<file path="config.mk">
export PLATFORM = sky130hd
export DESIGN_NAME = multicycle_control
export DESIGN_NICKNAME = d
export VERILOG_FILES = /design/src/rtl/mips_ctrl_pkg.sv /design/src/rtl/multicycle_control_timer.sv /design/src/rtl/multicycle_control.sv
export SDC_FILE = /design/constraint.sdc
export NUM_CORES = 1
export LEC_CHECK = 0
export CORE_MARGIN = 4
export CORE_UTILIZATION = 45
export CTS_CLUSTER_DIAMETER = 40
export DETAILED_ROUTE_END_ITERATION = 16
export GPL_ROUTABILITY_DRIVEN = 0
export GPL_TIMING_DRIVEN = 0
export PLACE_DENSITY = 0.76
export SETUP_SLACK_MARGIN = 0.4
export SLEW_MARGIN = 20
export SYNTH_ARGS = -nofsm -noshare
export SYNTH_HDL_FRONTEND = slang
export SYNTH_HIERARCHICAL = 1
export SYNTH_SLANG_ARGS = --single-unit
</file>
<file path="constraint.sdc">
create_clock -name clk -period 5.3 [get_ports clk]
set_input_delay 1.59 -clock clk [delete_from_list [all_inputs] [get_ports clk]]
set_output_delay 1.59 -clock clk [all_outputs]
set_load 0.01 [all_outputs]
</file>
<file path="src/rtl/mips_ctrl_pkg.sv">
// Shared encodings for the multi-cycle MIPS controller: opcodes, state
// numbers, ALU/mux select codes and the per-state control word.
package mips_ctrl_pkg;

  // Opcodes (instruction bits [31:26])
  localparam logic [5:0] OP_R    = 6'h00;
  localparam logic [5:0] OP_J    = 6'h02;
  localparam logic [5:0] OP_BEQ  = 6'h04;
  localparam logic [5:0] OP_BNE  = 6'h05;
  localparam logic [5:0] OP_ADDI = 6'h08;
  localparam logic [5:0] OP_ORI  = 6'h0D;
  localparam logic [5:0] OP_LW   = 6'h23;
  localparam logic [5:0] OP_SW   = 6'h2B;

  // Sequencer states; the encoding is visible on the State debug port
  localparam logic [3:0] S_FETCH   = 4'd0;
  localparam logic [3:0] S_DECODE  = 4'd1;
  localparam logic [3:0] S_MEMADDR = 4'd2;
  localparam logic [3:0] S_MEMRD   = 4'd3;
  localparam logic [3:0] S_MEMWB   = 4'd4;
  localparam logic [3:0] S_MEMWR   = 4'd5;
  localparam logic [3:0] S_EXECR   = 4'd6;
  localparam logic [3:0] S_RWB     = 4'd7;
  localparam logic [3:0] S_BRANCH  = 4'd8;
  localparam logic [3:0] S_EXECI   = 4'd9;
  localparam logic [3:0] S_JUMP    = 4'd10;
  localparam logic [3:0] S_IWB     = 4'd11;
  localparam logic [3:0] S_HALT    = 4'd12;

  // ALU operation selects
  localparam logic [2:0] ALU_ADD   = 3'b100;
  localparam logic [2:0] ALU_OR    = 3'b101;
  localparam logic [2:0] ALU_SUB   = 3'b110;
  localparam logic [2:0] ALU_FUNCT = 3'b111;

  // ALU B-operand selects
  localparam logic [1:0] SRCB_RT    = 2'b00;
  localparam logic [1:0] SRCB_FOUR  = 2'b01;
  localparam logic [1:0] SRCB_IMM   = 2'b10;
  localparam logic [1:0] SRCB_IMMSH = 2'b11;

  // PC source selects
  localparam logic [1:0] PCSRC_ALU    = 2'b00;
  localparam logic [1:0] PCSRC_ALUOUT = 2'b01;
  localparam logic [1:0] PCSRC_JUMP   = 2'b10;

  // Control word produced by the output decoder every cycle
  typedef struct packed {
    logic       pcWrite;
    logic       branchEq;
    logic       branchNe;
    logic       iorD;
    logic       memRead;
    logic       memWrite;
    logic       irWrite;
    logic       memToReg;
    logic       regDst;
    logic       regWrite;
    logic       aluSrcA;
    logic [1:0] aluSrcB;
    logic [1:0] pcSrc;
    logic [2:0] aluOp;
    logic       illegalOp;
  } ctrl_t;

  // States that sit on the memory handshake and are guarded by the timer
  function automatic logic isWaitState(input logic [3:0] s);
    return (s == S_FETCH) || (s == S_MEMRD) || (s == S_MEMWR);
  endfunction

endpackage

</file>
<file path="src/rtl/multicycle_control_timer.sv">
// Memory wait timer: counts consecutive not-ready cycles in a memory state
// and flags a timeout once the budget is spent without MemReady.
module mem_wait_timer #(
  parameter int TIMEOUT_CYCLES = 15,
  parameter int CNT_W          = 8
) (
  input  logic clk,
  input  logic reset,
  input  logic active,
  input  logic memReady,
  output logic timeout
);

  logic [CNT_W-1:0] waitCnt;

  // Outside a memory state the count is held at zero, so every entry into
  // a memory state starts fresh; a completed access also restarts it.
  always_ff @(posedge clk or posedge reset) begin
    if (reset)                                waitCnt <= '0;
    else if (!active || memReady || timeout)  waitCnt <= '0;
    else                                      waitCnt <= waitCnt + 1'b1;
  end

  // A ready in the final cycle still completes the access, hence !memReady
  assign timeout = active && !memReady && (waitCnt >= CNT_W'(TIMEOUT_CYCLES));

endmodule

</file>
<file path="src/rtl/multicycle_control.sv">
// Multi-cycle MIPS sequencer: one instruction runs as 3-5 states over a
// shared ALU and unified memory; halts if memory stops answering.
module multicycle_control
  import mips_ctrl_pkg::*;
#(
  parameter int TIMEOUT_CYCLES = 15,
  parameter int CNT_W          = 8
) (
  input  logic       clk,
  input  logic       reset,
  input  logic [5:0] OP,
  input  logic       MemReady,
  output logic       PCWrite,
  output logic       BranchEQ,
  output logic       BranchNE,
  output logic       IorD,
  output logic       MemRead,
  output logic       MemWrite,
  output logic       IRWrite,
  output logic       MemtoReg,
  output logic       RegDst,
  output logic       RegWrite,
  output logic       ALUSrcA,
  output logic [1:0] ALUSrcB,
  output logic [1:0] PCSrc,
  output logic [2:0] ALUOp,
  output logic       IllegalOp,
  output logic       MemFault,
  output logic [3:0] State
);

  logic [3:0] state, nextState;
  logic       timeout;
  logic       memFault;
  ctrl_t      ctrl;

  mem_wait_timer #(
    .TIMEOUT_CYCLES(TIMEOUT_CYCLES),
    .CNT_W         (CNT_W)
  ) uTimer (
    .clk     (clk),
    .reset   (reset),
    .active  (isWaitState(state)),
    .memReady(MemReady),
    .timeout (timeout)
  );

  // State register
  always_ff @(posedge clk or posedge reset) begin
    if (reset) state <= S_FETCH;
    else       state <= nextState;
  end

  // Sticky fault: set on the same edge that enters HALT
  always_ff @(posedge clk or posedge reset) begin
    if (reset)        memFault <= 1'b0;
    else if (timeout) memFault <= 1'b1;
  end

  // Next-state sequencing; timeout only fires when MemReady is low
  always_comb begin
    nextState = state;
    case (state)
      S_FETCH:   if (timeout) nextState = S_HALT; else if (MemReady) nextState = S_DECODE;
      S_DECODE: begin
        case (OP)
          OP_LW, OP_SW:     nextState = S_MEMADDR;
          OP_R:             nextState = S_EXECR;
          OP_ADDI, OP_ORI:  nextState = S_EXECI;
          OP_BEQ, OP_BNE:   nextState = S_BRANCH;
          OP_J:             nextState = S_JUMP;
          default:          nextState = S_FETCH;
        endcase
      end
      S_MEMADDR: nextState = (OP == OP_LW) ? S_MEMRD : (OP == OP_SW) ? S_MEMWR : S_FETCH;
      S_MEMRD:   if (timeout) nextState = S_HALT; else if (MemReady) nextState = S_MEMWB;
      S_MEMWB:   nextState = S_FETCH;
      S_MEMWR:   if (timeout) nextState = S_HALT; else if (MemReady) nextState = S_FETCH;
      S_EXECR:   nextState = S_RWB;
      S_RWB:     nextState = S_FETCH;
      S_BRANCH:  nextState = S_FETCH;
      S_EXECI:   nextState = S_IWB;
      S_JUMP:    nextState = S_FETCH;
      S_IWB:     nextState = S_FETCH;
      S_HALT:    nextState = S_HALT;
      default:   nextState = S_FETCH;
    endcase
  end

  // Per-state control decode; everything is forced low while reset is held
  always_comb begin
    ctrl = '0;
    case (state)
      S_FETCH: begin
        ctrl.memRead = 1'b1;
        ctrl.aluSrcB = SRCB_FOUR;
        ctrl.aluOp   = ALU_ADD;
        ctrl.irWrite = MemReady;
        ctrl.pcWrite = MemReady;
      end
      S_DECODE: begin
        ctrl.aluSrcB = SRCB_IMMSH;
        ctrl.aluOp   = ALU_ADD;
        case (OP)
          OP_LW, OP_SW, OP_R, OP_ADDI, OP_ORI, OP_BEQ, OP_BNE, OP_J: ctrl.illegalOp = 1'b0;
          default:                                                   ctrl.illegalOp = 1'b1;
        endcase
      end
      S_MEMADDR: begin
        ctrl.aluSrcA = 1'b1;
        ctrl.aluSrcB = SRCB_IMM;
        ctrl.aluOp   = ALU_ADD;
      end
      S_MEMRD: begin
        ctrl.memRead = 1'b1;
        ctrl.iorD    = 1'b1;
      end
      S_MEMWB: begin
        ctrl.memToReg = 1'b1;
        ctrl.regWrite = 1'b1;
      end
      S_MEMWR: begin
        ctrl.memWrite = 1'b1;
        ctrl.iorD     = 1'b1;
      end
      S_EXECR: begin
        ctrl.aluSrcA = 1'b1;
        ctrl.aluSrcB = SRCB_RT;
        ctrl.aluOp   = ALU_FUNCT;
      end
      S_RWB: begin
        ctrl.regDst   = 1'b1;
        ctrl.regWrite = 1'b1;
      end
      S_BRANCH: begin
        ctrl.aluSrcA  = 1'b1;
        ctrl.aluSrcB  = SRCB_RT;
        ctrl.aluOp    = ALU_SUB;
        ctrl.pcSrc    = PCSRC_ALUOUT;
        ctrl.branchEq = (OP == OP_BEQ);
        ctrl.branchNe = (OP == OP_BNE);
      end
      S_EXECI: begin
        ctrl.aluSrcA = 1'b1;
        ctrl.aluSrcB = SRCB_IMM;
        ctrl.aluOp   = (OP == OP_ORI) ? ALU_OR : ALU_ADD;
      end
      S_JUMP: begin
        ctrl.pcWrite = 1'b1;
        ctrl.pcSrc   = PCSRC_JUMP;
      end
      S_IWB: begin
        ctrl.regWrite = 1'b1;
      end
      default: ctrl = '0;
    endcase
    if (reset) ctrl = '0;
  end

  assign PCWrite   = ctrl.pcWrite;
  assign BranchEQ  = ctrl.branchEq;
  assign BranchNE  = ctrl.branchNe;
  assign IorD      = ctrl.iorD;
  assign MemRead   = ctrl.memRead;
  assign MemWrite  = ctrl.memWrite;
  assign IRWrite   = ctrl.irWrite;
  assign MemtoReg  = ctrl.memToReg;
  assign RegDst    = ctrl.regDst;
  assign RegWrite  = ctrl.regWrite;
  assign ALUSrcA   = ctrl.aluSrcA;
  assign ALUSrcB   = ctrl.aluSrcB;
  assign PCSrc     = ctrl.pcSrc;
  assign ALUOp     = ctrl.aluOp;
  assign IllegalOp = ctrl.illegalOp;
  assign MemFault  = memFault;
  assign State     = state;

endmodule
</file>
==> flow_summary.json <==
{
  "rsz0062_at_grt": "no",
  "setup_violations": 0,
  "grt_pass1_vias": 1123,
  "htree_num_levels": 1,
  "ys_top_cells_by_area": "dfrtp_1 29%, nand2b_1 5.5%, nor2_1 4.0%",
  "period_minus_slack_ns": 4.814,
  "cp.arrival_ns": 3.22,
  "cts_tree": "done",
  "cts_hold_buf": 0,
  "rows": 17,
  "outcome": "finished clean",
  "cts.root.buffer_cell": "clkbuf_4",
  "ys_seq_area_frac": 0.2870,
  "worstPathMaxFanout": 7,
  "tns_ns": 0,
  "grt_max_degree": 11,
  "drive_above_1_share": 0.1444,
  "critical_path_class": "in -> out",
  "clockBufferDepth": 2,
  "wl_per_cell_um": 14.86,
  "start_util": 0.4935,
  "postRouteAntennaNets": 0,
  "hold_class": "reg -> reg",
  "yosysWarnings": 6,
  "pin_count": 33,
  "wl_mm": 3.091,
  "antenna_found_initial": 0,
  "fin_cells": 208,
  "start_kind": "primary input",
  "area_growth_pct": 35.76,
  "power_density_nw_per_um2": 346.2,
  "dieArea_um2": 3386,
  "layout.nets": 191,
  "n_antenna_cell": 0,
  "place_hpwl_mm": 2.390,
  "numPortBuffers": 31,
  "slew_violations": 0,
  "synth_top_area_cell": "dfrtp_1",
  "max_cap_viol_count": 0,
  "syn_avg_cell_area_um2": 8.097,
  "syn-instance-count": 140,
  "nFillCells": 215,
  "max_freq_mhz": 207.7,
  "drt_pre_antenna_iters": 4,
  "vias": 1251,
  "syn_area_um2": 1134,
  "synth_top_area_share": 0.2870,
  "placed_area_um2": 1490,
  "placedCellCount": 202,
  "endpoint_kind": "primary output",
  "grt-ovfl-total": 0,
  "grt_first_pass_wirelength_mm": 5.030,
  "fp.dieH_um": 58.19,
  "drc": 0,
  "clock_sinks": 13,
  "synth.distinct_cells": 48,
  "fp.dieW_um": 58.19,
  "worstSkewPairLatency_ns": 0.27,
  "path_clk_slew_ns": 0.07,
  "hold_viol": 0,
  "synth_seq_cells": 13,
  "ir_worst_vdd_mv": 0.2135,
  "core_region_area_um2": 2297,
  "required_ns": 3.71,
  "via_per_inst": 6.014,
  "finalCritPeriodShare": 0.9083,
  "track_usage": 0.1861,
  "drt_iter0_markers": 83,
  "final_util": 0.6699,
  "leakagePower_nw": 0.6344,
  "numCtsBuffers": 3,
  "final_area_um2": 1539,
  "worst_clock_skew_ns": 0.001675
}
synthesized netlist by cell type (all sizes together):
master / count
a211oi: 3
a21o: 1
a21oi: 8
a221o: 1
a221oi: 2
a311oi: 1
a31oi: 4
a32oi: 2
and2: 2
and3: 3
and4: 1
buf: 7
clkbuf: 4
conb: 1
dfrtp: 13
ha: 1
inv: 6
mux2: 2
nand2: 6
nand2b: 11
nand3: 4
nand3b: 1
nand4: 3
nor2: 12
nor2b: 5
nor3: 7
nor3b: 2
nor4: 5
nor4bb: 1
o21ai: 2
o311a: 1
o31ai: 2
o32a: 1
o32ai: 1
or2: 5
or3: 1
or4: 1
or4b: 1
xnor2: 3
xor2: 3
worst max-delay path, stage by stage:
cell and delay (ns):
clkdlybuf4s50_1 0.62, nor2_1 0.12, and3_1 0.20, or2_1 0.22, clkdlybuf4s50_1 0.48
state kept, by name, indices dropped and copies added, names as in the netlist:
signal / count
MemFault: 1
uTimer/waitCnt: 8
State: 4
final timing paths:
check | startpoint | to | slack [ns] | cells past startpoint
hold / removal | MemFault | MemFault | 0.48 | 1
max in group asynchronous | reset | uTimer/waitCnt[3] | 3.30 | 2
min in group asynchronous | reset | State[1] | 1.74 | 2
hold reg to reg | MemFault | MemFault | 0.48 | 1
setup / recovery | reset | PCWrite | 0.49 | 5
setup reg to reg | State[0] | State[2] | 2.49 | 10
layer usage:
| metal | track usage | share of wire | vias up |
|---|---|---|---|
| met5 | 0 | 0 | - |
| met4 | 0.04967 | 0.0094 | 0 |
| met3 | 0.04232 | 0.094 | 4 |
| met2 | 0.3113 | 0.48 | 72 |
| met1 | 0.2402 | 0.42 | 590 |
| li1 | - | - | 585 |
cells by family after synthesis:
| family | share of synthesized area |
|---|---|
| mux | 0.01987 |
| fa+ha+maj | 0.01104 |
| simple gates | 0.3819 |
| buf+inv | 0.06180 |
| compound gates | 0.1887 |
| flops | 0.2870 |
| other cells | 0.003308 |
| xor+xnor | 0.04637 |
through the flow:
stage	hold slack [ns]	setup slack (ns)	power, mW
detailed placement	0.4527	0.1147	0.4659
global placement	0.4548	0.1311	0.4650
CTS	0.4746	0.3641	0.5251
floorplan	0.4694	1.077	0.3385
global route	0.4908	0.4057	0.5640
finish	0.4771	0.4860	0.5329
where the power goes:
group	total, mW	internal [mW]	switching [mW]
Combinational	0.353	0.152	0.201
Sequential	0.122	0.111	0.0103
Clock	0.0582	0.0291	0.0291
Total	0.533	0.292	0.241
final cells by class:
cell class / instances / area (um^2) / area share
inverters: 6 / 22.52 / 0.01463
plain buffers: 11 / 53.80 / 0.03496
well taps: 28 / 35.03 / 0.02276
multi-input cells: 113 / 754.5 / 0.4902
clock buffers: 4 / 26.28 / 0.01707
flip-flops and latches: 13 / 325.3 / 0.2114
repair buffers: 33 / 321.6 / 0.2089
cell usage in the layout, fill, tap and decap left out, types with 3 or more instances in the layout:
cell              n
buf_2             4
inv_1             5
a31oi_1           4
nand3_1           4
clkbuf_1          5
and3_1            3
xor2_1            3
nor2_1           12
or2_2             4
dlygate4sd2_1     3
conb_1            4
nand2_1           6
clkbuf_4          3
xnor2_1           3
a21oi_1           8
clkdlybuf4s50_1  25
nor3_1            6
dfrtp_1          13
nand4_1           3
nand2b_1         10
nor2b_1           5
nor4_1            3
repair_timing:
item	CTS	global route
pin swaps	1	1
resized for setup	5	7
endpoints found under the setup margin	4	2
setup buffers	1	1
cloned	0	0
No activity file was read; power rests on OpenSTA's default activity.
